### src/rtl/sseg_pkg.sv
`default_nettype none
// ============================================================================
// Module      : sseg_pkg
// Description : Shared segment patterns, digit indices and helpers for the
//               BCD seven-segment scan driver.
// Revision    : 1.0 - initial release
// ============================================================================
package sseg_pkg;

  // Active-low a..g patterns, a at bit 6.
  localparam logic [6:0] SEG_BLANK = 7'h7F;
  localparam logic [6:0] SEG_DASH  = 7'b1111110;
  localparam logic [6:0] SEG_E     = 7'b0110000;
  localparam logic [6:0] SEG_0     = 7'b0000001;
  localparam logic [6:0] SEG_1     = 7'b1001111;
  localparam logic [6:0] SEG_2     = 7'b0010010;
  localparam logic [6:0] SEG_3     = 7'b0000110;
  localparam logic [6:0] SEG_4     = 7'b1001100;
  localparam logic [6:0] SEG_5     = 7'b0100100;
  localparam logic [6:0] SEG_6     = 7'b0100000;
  localparam logic [6:0] SEG_7     = 7'b0001111;
  localparam logic [6:0] SEG_8     = 7'b0000000;
  localparam logic [6:0] SEG_9     = 7'b0000100;

  localparam logic [1:0] DIG_ONES = 2'd0;
  localparam logic [1:0] DIG_TENS = 2'd1;
  localparam logic [1:0] DIG_HUND = 2'd2;
  localparam logic [1:0] DIG_STAT = 2'd3;

  typedef struct packed {
    logic [3:0] hund;
    logic [3:0] tens;
    logic [3:0] ones;
  } bcd3_t;

  function automatic logic nib_bad(input logic [3:0] nib);
    return (nib > 4'd9);
  endfunction

  function automatic logic [3:0] an_select(input logic [1:0] dig);
    return ~(4'b0001 << dig);
  endfunction

endpackage
`default_nettype wire

### src/rtl/bcd_to_sseg.sv
`default_nettype none
// ============================================================================
// Module      : bcd_to_sseg
// Description : Combinational BCD nibble to active-low a..g pattern; nibbles
//               above 9 decode to "E".
// Revision    : 1.0 - initial release
// ============================================================================
module bcd_to_sseg
  import sseg_pkg::*;
(
  input  logic [3:0] i_nib,
  output logic [6:0] o_seg
);

  always_comb begin
    o_seg = SEG_E;
    case (i_nib)
      4'd0:    o_seg = SEG_0;
      4'd1:    o_seg = SEG_1;
      4'd2:    o_seg = SEG_2;
      4'd3:    o_seg = SEG_3;
      4'd4:    o_seg = SEG_4;
      4'd5:    o_seg = SEG_5;
      4'd6:    o_seg = SEG_6;
      4'd7:    o_seg = SEG_7;
      4'd8:    o_seg = SEG_8;
      4'd9:    o_seg = SEG_9;
      default: o_seg = SEG_E;
    endcase
  end

endmodule
`default_nettype wire

### src/rtl/bcd_sseg_scan.sv
`default_nettype none
// ============================================================================
// Module      : bcd_sseg_scan
// Description : 4-digit multiplexed seven-segment driver for a latched 3-digit
//               BCD value plus an overflow status digit.
// Revision    : 1.0 - initial release
// ============================================================================
module bcd_sseg_scan
  import sseg_pkg::*;
#(
  parameter int N = 18
) (
  input  logic        clk,
  input  logic        reset,
  input  logic        load,
  input  logic [11:0] bcd_in,
  input  logic        ovf_in,
  input  logic        blank_lz,
  output logic [3:0]  an,
  output logic [7:0]  sseg,
  output logic        bcd_err
);

  bcd3_t          r_snap;
  logic           r_ovf;
  logic [N-1:0]   r_cnt;
  logic [3:0]     r_an;
  logic [7:0]     r_sseg;

  logic [1:0]     w_sel;
  logic [3:0]     w_nib;
  logic [6:0]     w_dec;
  logic [6:0]     w_seg;
  logic           w_blank;
  logic [3:0]     w_an_nxt;
  logic [7:0]     w_sseg_nxt;

  assign w_sel = r_cnt[N-1:N-2];

  always_comb begin
    w_nib = 4'h0;
    case (w_sel)
      DIG_ONES: w_nib = r_snap.ones;
      DIG_TENS: w_nib = r_snap.tens;
      DIG_HUND: w_nib = r_snap.hund;
      default:  w_nib = 4'h0;
    endcase
  end

  bcd_to_sseg u_dec (
    .i_nib (w_nib),
    .o_seg (w_dec)
  );

  // Only genuine zeros blank; an invalid nibble always shows its "E".
  always_comb begin
    w_blank = 1'b0;
    w_seg   = w_dec;
    case (w_sel)
      DIG_TENS: w_blank = blank_lz && (r_snap.hund == 4'h0) && (r_snap.tens == 4'h0);
      DIG_HUND: w_blank = blank_lz && (r_snap.hund == 4'h0);
      DIG_STAT: begin
        w_seg   = SEG_DASH;
        w_blank = !r_ovf;
      end
      default:  w_blank = 1'b0;
    endcase
    w_an_nxt   = w_blank ? 4'b1111 : an_select(w_sel);
    w_sseg_nxt = w_blank ? {1'b1, SEG_BLANK} : {1'b1, w_seg};
  end

  always_ff @(posedge clk or posedge reset) begin
    if (reset) begin
      r_snap <= '0;
      r_ovf  <= 1'b0;
      r_cnt  <= '0;
      r_an   <= 4'b1111;
      r_sseg <= 8'hFF;
    end else begin
      if (load) begin
        r_snap <= bcd3_t'(bcd_in);
        r_ovf  <= ovf_in;
      end
      r_cnt  <= r_cnt + N'(1);
      r_an   <= w_an_nxt;
      r_sseg <= w_sseg_nxt;
    end
  end

  assign an      = r_an;
  assign sseg    = r_sseg;
  assign bcd_err = nib_bad(r_snap.ones) | nib_bad(r_snap.tens) | nib_bad(r_snap.hund);

endmodule
`default_nettype wire

### config.mk
export PLATFORM = sky130hd
export DESIGN_NAME = bcd_sseg_scan
export DESIGN_NICKNAME = d
export VERILOG_FILES = /design/src/rtl/sseg_pkg.sv /design/src/rtl/bcd_to_sseg.sv /design/src/rtl/bcd_sseg_scan.sv
export SDC_FILE = /design/constraint.sdc
export NUM_CORES = 1
export LEC_CHECK = 0
export CORE_ASPECT_RATIO = 0.5
export CORE_MARGIN = 4
export CORE_UTILIZATION = 46
export DETAILED_ROUTE_END_ITERATION = 16
export HOLD_SLACK_MARGIN = 0.06
export PLACE_DENSITY = 0.7
export SLEW_MARGIN = 20
export SYNTH_ARGS = -nofsm -noshare
export SYNTH_HDL_FRONTEND = slang
export SYNTH_HIERARCHICAL = 1
export SYNTH_SLANG_ARGS = --single-unit
### constraint.sdc
create_clock -name clk -period 2.2 [get_ports clk]
set_input_delay 0.44 -clock clk [delete_from_list [all_inputs] [get_ports clk]]
set_output_delay 0.44 -clock clk [all_outputs]
set_load 0.005 [all_outputs]
==> impl_results.md, run 1 <==
- Average wire per standard cell: 13.0 µm
- Final-layout fill cell count: 342
- EDFF count, synth: 0
- First-pass GRT wire length: 5.85 mm
- Antenna diodes: 0
- Synth top area share: 40.3%
- Average size of a mapped cell: 11.5 µm²
- RR Endpoint: sseg[4]$_DFF_PP1_
- DR WL met3: 123 µm
- Fin. max-slew vios: 0
- Post-synthesis cell type count: 38
- Port bufs: 28
- Crit path max-delay cell type: dfrtp_1
- CP Buf/Inv Count: 1
- Synth cell count leaders: dfrtp_1 (31), nand2_1 (16), mux2_2 (13)
- Fin crit share: 92.2%
- Rel. slew slack: 56.7%
- Synth area leaders: dfrtp_1 (40%), dfstp_2 (15%), mux2_2 (7.6%)
- Peak per-stage delay on the critical path: 0.50 ns
- Gate power share: 12.7%
- Top Metal Used: met4
- Vias per inst: 4.92
- Total internal power: 1.29 mW
- Final TNS setup: 0 ns
- Die Ht: 53.8 µm
- Area of the multi-input gates: 818 µm²
- Critical path arrival: 2.24 ns
- P_sw: 0.370 mW
- Metal-1 WL: 1.48 mm
- Synthesized area: 1930 µm²
- Top-count cell post-synth: dfrtp_1
- Layout Skew: 0.00477 ns
- Number of max-cap violations: 0
- Critical path cell sequence: nor2b_4 > nand2_1 > o21ai_0 > inv_1 > ha_1 > nor3b_1 > a21o_1 > or3_1
- CTS sink cnt: 42
- CTS tree: built
- Layout cells sized above 1: 22.7%
- Core Rows: 16
- Register cell area after layout: 1060 µm²
- Cell taking the most area after synthesis: dfrtp_1
- Vias: 1264
- PD cells: 690 nW/µm²
- Post-Syn Instances: 167
- Detailed Place HPWL: 2.44 mm
- CP startpoint kind: flip-flop
- Setup Buffers After CTS: 0
- Routed Wire Length: 3.33 mm
- Initial antenna violation count: 0
- Sw Share: 22.4%
- Max clock buf depth: 2
- Path type of the worst min-delay path: flip-flop to flip-flop
- DRT Pass-1 Iters: 4
- Family with the most delay on the worst path: simple AND/OR/NAND/NOR gates
- Clk root buf: clkbuf_8
- TritonCTS buffer count: 5
- Synth Register Bits: 42
- Vias in the first global route: 1283
- Critical path capture point: sseg[4]$_DFF_PP1_
- Overall die width: 99.5 µm
- RR Startpoint: r_cnt[17]$_DFF_PP0_
- Min Tclk post-route: 2.03 ns
- CP required: 2.42 ns
- Largest fanout on the critical path: 10
- Worst skew pair latency: 0.29 ns
- Final hold viol count: 0
- DR iter-0 viols: 68
- Warnings from Yosys: 6
- Clock power share: 35.9%
- Nets: 225
- P_leak: 1.03 nW
- H-tree lvl count: 2
- Final Wtd Congestion: 0.864
- RSZ-0062 raised after global routing: false
- # IOs: 30
- Final total power: 1.66 mW
- DR DRC count: 0
- Syn nets: 190
- Setup crit start: r_cnt[17]$_DFF_PP0_
- Top FF cell, synth: dfrtp_1
- WS Path Type: flip-flop to flip-flop
- Cell count of the worst reg-to-reg path: 8
- Area delta synth->final: 24.6%
- Reg power frac: 51.4%
- Internal reg-to-reg setup slack: 0.17 ns
- Gr usage total: 14.2%
- Max VDD drop: 0.320 mV
- Crit path depth: 8
- Finish-stage setup viols: 0
- Initial Util: 48.6%
- Met2 Wirelength: 1.67 mm
- Hold-critical path depth: 1
- Antenna-violating nets left: 0
- Register area share after synthesis: 55.3%
- Reg clk slew, reported paths: 0.08 ns
- Max Fclk: 493 MHz
- Run status: finished, final reports clean
- Maximum number of pins on one net before global-route repair: 43
- Congestion Overflow GR: 0
- Die area: 5350 µm²
- Async set-reset flop share out of synthesis: 100%
- Core area: 3960 µm²
- Tightest Pin Transition: 0.646 ns
- CP endpoint kind: flip-flop
-- metrics by stage --
stage / hold WS, ns / area, µm² / utilization [%] / setup WS, ns / instances
finish: 0.423 / 2400 / 60.5 / 0.172 / 257
CTS: 0.428 / 2390 / 60.4 / 0.0566 / 257
detailed placement: 0.419 / 2280 / 57.6 / 0.0688 / 249
floorplan: 0.385 / 1930 / - / 0.0664 / 167
global placement: 0.408 / 2280 / 57.6 / 0.177 / 249
global route: 0.470 / 2400 / 60.5 / 0.0102 / 257
-- final cells by class --
cell class / instances / share of cell area, %
Sequential cell: 42 / 44.4
Timing Repair Buffer: 34 / 13.6
Clock buffer: 5 / 2.87
Clock inverter: 3 / 1.67
Tap cell: 54 / 2.82
Inverter: 4 / 0.626
Multi-Input combinational cell: 115 / 34.1
-- timing repair --
item	in CTS	in global routing
hold buffers	0	0
setup endpoints to repair	0	7
gates resized for setup	0	4
-- worst min path at each step --
stage          slack (ns)              start         endpoint
6_report             0.42  r_ovf$_DFFE_PP0P_  an[3]$_DFF_PP1_
5_1_grt              0.47  r_ovf$_DFFE_PP0P_  an[3]$_DFF_PP1_
4_1_cts              0.43  r_ovf$_DFFE_PP0P_  an[3]$_DFF_PP1_
3_5_place_dp         0.42  r_ovf$_DFFE_PP0P_  an[3]$_DFF_PP1_
3_3_place_gp         0.41  r_ovf$_DFFE_PP0P_  an[3]$_DFF_PP1_
2_1_floorplan        0.38  r_ovf$_DFFE_PP0P_  an[3]$_DFF_PP1_
-- power by group through the flow --
stage	Clock [mW]	Sequential, mW	Combinational (mW)
finish	0.595	0.850	0.211
global route	0.653	0.857	0.233
CTS	0.617	0.851	0.214
detailed placement	0	0.865	0.212
global placement	0	0.864	0.206
floorplan	0	0.861	0.113
-- cells by family after synthesis --
family | after synthesis | share of synthesized area, %
XOR/XNOR | 16 | 7.28
AND/OR/NAND/NOR | 58 | 16.0
buffers and inverters | 10 | 2.60
adder cells (fa/ha/maj) | 6 | 3.90
flip-flops | 42 | 55.3
multiplexers | 18 | 10.2
other | 1 | 0.195
AO/OA/AOI/OAI | 16 | 4.55
-- state kept, by name (all words and copies together), names as in the netlist --
register,flops
r_snap,12
an,4
sseg,7
r_cnt,18
r_ovf,1
-- routing by layer --
layer	track usage [%]	vias to the layer above
met3	4.27	5
met1	16.9	610
li1	-	632
met2	25.1	17
met5	0	-
met4	5.44	0
-- layout by cell type (no fill, tap or decap), types with 4 or more instances in the layout --
cell type / n
dfstp_2: 11
inv_1: 4
mux2_2: 13
nand3_1: 8
o21ai_0: 5
buf_4: 6
a21oi_1: 6
nor2_1: 7
mux2i_1: 5
xor2_1: 7
xnor2_1: 9
or3_1: 6
ha_1: 6
dfrtp_1: 31
nand2_1: 16
clkbuf_8: 5
clkdlybuf4s50_1: 28
No activity file was read; power rests on OpenSTA's default activity.
==> run 2: changes to the inputs <==
--- a/config.mk
+++ b/config.mk
@@ -5,12 +5,15 @@
 export SDC_FILE = /design/constraint.sdc
 export NUM_CORES = 1
 export LEC_CHECK = 0
+export CELL_PAD_IN_SITES_DETAIL_PLACEMENT = 0
+export CELL_PAD_IN_SITES_GLOBAL_PLACEMENT = 1
 export CORE_ASPECT_RATIO = 0.5
 export CORE_MARGIN = 4
-export CORE_UTILIZATION = 46
+export CORE_UTILIZATION = 38
+export CTS_BUF_LIST = sky130_fd_sc_hd__clkbuf_16
 export DETAILED_ROUTE_END_ITERATION = 16
 export HOLD_SLACK_MARGIN = 0.06
-export PLACE_DENSITY = 0.7
+export PLACE_DENSITY = 0.73
 export SLEW_MARGIN = 20
 export SYNTH_ARGS = -nofsm -noshare
 export SYNTH_HDL_FRONTEND = slang
==> run 2 against run 1 <==
  * Sequential power about the same
  * Global-route usage is 2.5 points lower
  * Clock power grew 17%
  * Non-clock buffer count is 2 higher
  * Count of clock-buffer cells in the layout is the same
  * Routed wire length fell by 0.81%
  * Critical path type unchanged
  * Critical endpoint unchanged
  * Largest cell class unchanged
  * Highest routed layer unchanged
==> impl_results.md, run 2 (synthesis results as in run 1) <==
- CTS sink cnt: 42 (unchanged)
- Min Tclk post-route: 2.03 ns (+0.00321 ns)
- WS Path Type: flip-flop to flip-flop
- Area delta synth->final: 27.7%
- Antenna diodes: 0 (unchanged)
- Vias per inst: 4.63 (-5.8%)
- CP endpoint kind: flip-flop
- Overall die width: 109 µm (+9.2%)
- DRT Pass-1 Iters: 4 (unchanged)
- CTS tree: built
- Setup Buffers After CTS: 0 (unchanged)
- Congestion Overflow GR: 0 (unchanged)
- Average wire per standard cell: 12.2 µm (-5.9%)
- Vias in the first global route: 1256 (-2.1%)
- Max reg flops: 18 (unchanged)
- Most frequent cells in the layout: dfrtp_1 (31), clkdlybuf4s50_1 (28), nand2_1 (16)
- Tightest Pin Transition: 0.651 ns (+0.00562 ns)
- Path type of the worst min-delay path: flip-flop to flip-flop
- Max clock buf depth: 2 (unchanged)
- Reg clk slew, reported paths: 0.06 ns (-0.02 ns)
- Total internal power: 1.37 mW (+6.6%)
- Sw Share: 22.0% (-0.32 points)
- Run status: finished, final reports clean
- Vias: 1255 (-0.71%)
- Antenna-violating nets left: 0 (unchanged)
- Number of max-cap violations: 0 (unchanged)
- Layout Skew: 0.00199 ns (-0.00278 ns)
- Hold Buf Count CTS: 0 (unchanged)
- TritonCTS buffer count: 5 (unchanged)
- DR WL met3: 126 µm (+2.4%)
- Detailed Place HPWL: 2.46 mm (+0.62%)
- DR DRC count: 0 (unchanged)
- DR iter-0 viols: 32 (-53%)
- RSZ-0062 raised after global routing: false
- Largest reg by FF count: r_cnt
- Core area: 4640 µm² (+17%)
- CP required: 2.40 ns (-0.02 ns)
- Finish-stage setup viols: 0 (unchanged)
- Metal-1 WL: 1.58 mm (+6.8%)
- Final-layout fill cell count: 427 (+25%)
- Max Fclk: 492 MHz (-0.16%)
- P_leak: 1.06 nW (+2.6%)
- Commonest non-fill, non-tap cell in the layout: dfrtp_1
- PD cells: 715 nW/µm² (+3.6%)
- Critical path arrival: 2.23 ns (about the same)
- Initial antenna violation count: 0 (unchanged)
- Largest fanout on the critical path: 8 (-2)
- Top Metal Used: met4
- H-tree lvl count: 2 (unchanged)
- Die Ht: 58.3 µm (+8.5%)
- First-pass GRT wire length: 5.78 mm (-1.2%)
- Final TNS setup: 0 ns (unchanged)
- Final Wtd Congestion: 0.738 (-15%)
- Fin. max-slew vios: 0 (unchanged)
- Reg power frac: 48.4% (-3.0 points)
- Core Rows: 17 (+1)
- Crit path max-delay cell type: dfrtp_1
- Clk root buf: clkbuf_16
- Rel. slew slack: 56.1% (-0.54 points)
- Layout cells sized above 1: 22.9% (+0.27 points)
- Final total power: 1.76 mW (+6.1%)
- CP startpoint kind: flip-flop
- Family with the most delay on the worst path: flip-flops
- Max VDD drop: 0.370 mV (+16%)
- P_sw: 0.387 mW (+4.6%)
- # IOs: 30 (unchanged)
- Maximum number of pins on one net before global-route repair: 43 (unchanged)
- Port bufs: 28 (unchanged)
- CP Buf/Inv Count: 1 (unchanged)
- Final hold viol count: 0 (unchanged)
- Clock power share: 39.6% (+3.7 points)
- Worst skew pair latency: 0.28 ns (about the same)
- Routed Wire Length: 3.30 mm (-0.81%)
- Critical path cell sequence: mux2i_1 > o21ai_0 > buf_4 > ha_1 > nor3b_1 > a21o_1 > or3_1
- Met2 Wirelength: 1.57 mm (-6.3%)
- Post_cts resized: 0 (unchanged)
- Peak per-stage delay on the critical path: 0.52 ns (+0.02 ns)
- Fin crit share: 92.3% (+0.15 points)
- Gate power share: 12.0% (-0.7 points)
- Die area: 6340 µm² (+19%)
- Initial Util: 41.5% (-7.1 points)
- Gr usage total: 11.7% (-2.5 points)
- Nets: 227 (+0.89%)
## run 2: per-layer routing
metal | global-route usage (%) | vias up
met1 | 15.4 | 595
met3 | 3.61 | 4
met2 | 18.5 | 16
li1 | - | 640
met5 | 0 | -
met4 | 4.32 | 0
## run 2: metrics by stage
step	instances	setup slack (ns)	hold WS (ns)	utilization (%)	instance area [µm²]
after floorplan	167	0.0664	0.385	-	1930
after CTS	271	0.114	0.429	53.0	2460
after global placement	263	0.195	0.401	49.9	2310
after detailed placement	263	0.130	0.421	49.9	2310
final	271	0.169	0.439	53.0	2460
after global routing	271	0.0328	0.471	53.0	2460
## run 2: worst paths after layout
| check | start | endpoint | slack, ns | cells after the start |
|---|---|---|---|---|
| setup / recovery | r_cnt[16]$_DFF_PP0_ | sseg[4]$_DFF_PP1_ | 0.17 | 7 |
| setup reg to reg | r_cnt[16]$_DFF_PP0_ | sseg[4]$_DFF_PP1_ | 0.17 | 7 |
| hold / removal | r_ovf$_DFFE_PP0P_ | an[3]$_DFF_PP1_ | 0.44 | 1 |
| min in group asynchronous | reset | r_snap[0]$_DFFE_PP0P_ | 0.60 | 3 |
| hold reg to reg | r_ovf$_DFFE_PP0P_ | an[3]$_DFF_PP1_ | 0.44 | 1 |
| max in group asynchronous | reset | an[2]$_DFF_PP1_ | 1.24 | 3 |
## run 2: cell type report
| class | instances | area, µm² | area share [%] |
|---|---|---|---|
| repair buffers | 36 | 340 | 13.8 |
| clock buffers | 5 | 125 | 5.09 |
| multi-input cells | 115 | 813 | 33.1 |
| clock inverters | 3 | 17.5 | 0.712 |
| inverters | 4 | 15.0 | 0.611 |
| well taps | 66 | 82.6 | 3.36 |
| flip-flops and latches | 42 | 1060 | 43.3 |
## run 2: power by group through the flow
stage,registers (mW),logic (mW),clock network (mW)
global route,0.857,0.235,0.760
global placement,0.864,0.212,0
finish,0.851,0.210,0.696
detailed placement,0.864,0.215,0
floorplan,0.861,0.113,0
CTS,0.851,0.215,0.724
==> run 3: changes to the inputs <==
==> constraint.sdc (replaced) <==
create_clock -name clk -period 1.7 [get_ports clk]
set_input_delay 0.34 -clock clk [delete_from_list [all_inputs] [get_ports clk]]
set_output_delay 0.34 -clock clk [all_outputs]
set_load 0.005 [all_outputs]
==> run 3 against run 2 <==
  * The flow now finishes with violations (setup timing)
  * Total power grew 41%
  * Critical path depth did not move
  * Final cell count grew 4.8%
  * Non-clock buffer count up 13
  * Sequential share of layout area fell by 3.3 points
  * Utilization rose by 4.4 points
  * Die area is the same
  * Worst hold slack worse by 0.027 ns
  * Register-to-register slack worse by 0.34 ns
  * Fmax is 8.5% higher
  * Critical path type unchanged
==> impl_results.md, run 3 (synthesis results as in run 1) <==
- Nets: 240 (+5.7%)
- Critical path cell sequence: mux2i_2 > o21ai_2 > inv_2 > ha_4 > mux2i_1 > o22ai_1 > or3_1
- Port bufs: 28 (unchanged)
- Fin. max-slew vios: 0 (unchanged)
- Routed Wire Length: 3.67 mm (+11%)
- Pre-CTS setup slack: -0.266 ns (-0.395 ns)
- Gr usage total: 12.7% (+0.95 points)
- Peak per-stage delay on the critical path: 0.47 ns (-0.05 ns)
- Average wire per standard cell: 12.9 µm (+5.9%)
- CP endpoint kind: flip-flop
- Vias in the first global route: 1385 (+10%)
- Antenna-violating nets left: 0 (unchanged)
- First-pass GRT wire length: 6.29 mm (+8.7%)
- Congestion Overflow GR: 0 (unchanged)
- Detailed Place HPWL: 2.55 mm (+3.9%)
- PD cells: 931 nW/µm² (+30%)
- Final Wtd Congestion: 0.735 (-0.35%)
- Commonest non-fill, non-tap cell in the layout: dfrtp_1
- TritonCTS buffer count: 5 (unchanged)
- RSZ-0062 raised after global routing: true
- CTS sink cnt: 42 (unchanged)
- Path type of the worst min-delay path: primary input to async pin
- Hold Buf Count CTS: 0 (unchanged)
- Core Rows: 17 (unchanged)
- Max VDD drop: 0.395 mV (+6.8%)
- Fin crit share: 110% (+18 points)
- Failing checks: setup timing
- Worst skew pair latency: 0.28 ns (about the same)
- H-tree lvl count: 2 (unchanged)
- Most frequent cells in the layout: dfrtp_1 (30), clkdlybuf4s50_1 (27), buf_4 (17)
- Max Fclk: 534 MHz (+8.5%)
- DRT Pass-1 Iters: 4 (unchanged)
- Post-layout util: 57.4% (+4.4 points)
- Die Ht: 58.3 µm (unchanged)
- Critical path arrival: 2.07 ns (-0.16 ns)
- CP required: 1.90 ns (-0.50 ns)
- # IOs: 30 (unchanged)
- Run status: complete, but fails checks
- Largest fanout on the critical path: 6 (-2)
- DR iter-0 viols: 17 (-47%)
- CTS tree: built
- WS Path Type: flip-flop to flip-flop
- Core area: 4640 µm² (unchanged)
- Max reg flops: 18 (unchanged)
- Overall die width: 109 µm (unchanged)
- Reg clk slew, reported paths: 0.06 ns (about the same)
- Maximum number of pins on one net before global-route repair: 43 (unchanged)
- Min Tclk post-route: 1.87 ns (-0.160 ns)
- Largest reg by FF count: r_cnt
- Area delta synth->final: 38.2%
- Crit path max-delay cell type: dfrtp_2
- P_leak: 1.15 nW (+9.0%)
- CP startpoint kind: flip-flop
- Final-layout fill cell count: 411 (-3.7%)
- Vias: 1362 (+8.5%)
- Initial Util: 41.5% (unchanged)
- Layout cells sized above 1: 32.6% (+9.6 points)
- DR DRC count: 0 (unchanged)
- Setup ws final: -0.171 ns (-0.340 ns)
- Layout Skew: 0.00180 ns (-0.000184 ns)
- Initial antenna violation count: 0 (unchanged)
- Final hold viol count: 0 (unchanged)
- Antenna diodes: 0 (unchanged)
- Clk root buf: clkbuf_16
- Die area: 6340 µm² (unchanged)
- Max clock buf depth: 2 (unchanged)
- Number of max-cap violations: 0 (unchanged)
- Vias per inst: 4.80 (+3.6%)
- Finish-stage setup viols: 6 (+6)
## run 3: worst paths after layout
kind | startpoint | endpoint | slack [ns] | cells past startpoint
max | r_cnt[16]$_DFF_PP0_ | sseg[2]$_DFF_PP1_ | -0.17 | 7
min | reset | r_snap[0]$_DFFE_PP0P_ | 0.41 | 3
max in group asynchronous | reset | sseg[1]$_DFF_PP1_ | 1.02 | 3
max reg2reg | r_cnt[16]$_DFF_PP0_ | sseg[2]$_DFF_PP1_ | -0.17 | 7
min in group clk | r_ovf$_DFFE_PP0P_ | an[3]$_DFF_PP1_ | 0.43 | 1
min reg2reg | r_ovf$_DFFE_PP0P_ | an[3]$_DFF_PP1_ | 0.43 | 1
## run 3: final cells by class
cell class              count  area (µm²)  area share (%)
flip-flops and latches     42        1070            40.1
multi-input cells         115         872            32.8
repair buffers             49         463            17.4
clock buffers               5         125            4.70
well taps                  66        82.6            3.10
clock inverters             3        37.5            1.41
inverters                   4        15.0           0.564
## run 3: per-stage QoR
stage	std cells	power [mW]	hold slack (ns)	TNS, ns	instance area, µm²
2_1_floorplan	167	1.27	0.385	-0.168	1970
3_3_place_gp	271	1.42	0.402	-0.602	2430
3_5_place_dp	271	1.42	0.410	-1.12	2430
4_1_cts	281	2.48	0.421	-0.546	2610
5_1_grt	284	2.59	0.442	-1.21	2660
6_report	284	2.48	0.412	-0.592	2660
## run 3: worst max-delay path: cells and delay by family, from the launching register on
| family | cells | cell delay (ns) |
|---|---|---|
| adders and majority gates | 1 | 0.17 |
| muxes | 2 | 0.32 |
| and+or+nand+nor | 1 | 0.35 |
| AOI/OAI and AO/OA | 2 | 0.35 |
| buffers and inverters | 1 | 0.11 |
| DFF | 1 | 0.47 |
## run 3: power by group
part | internal, mW | switching, mW | leakage, nW
combinational | 0.200 | 0.130 | 0.565
clock | 0.682 | 0.365 | 0.0826
sequential | 1.07 | 0.0308 | 0.502
## run 3: what timing repair did
action                                  in CTS  in global routing
endpoints found under the setup margin       8                  7
resized for setup                            3                  8
buffers inserted                             2                  2
hold endpoints to repair                     0                  0
cloned                                       0                  1
pin swaps                                    1                 10
## run 3: per-layer routing
layer / routed length [µm] / part of all wire (%) / global-route usage (%) / vias to the layer above
met5: 0 / 0 / 0 / -
met4: 34 / 0.93 / 4.32 / 0
met3: 86 / 2.3 / 3.29 / 4
met2: 1850 / 50 / 22.5 / 20
met1: 1700 / 46 / 15.2 / 672
li1: - / - / - / 666
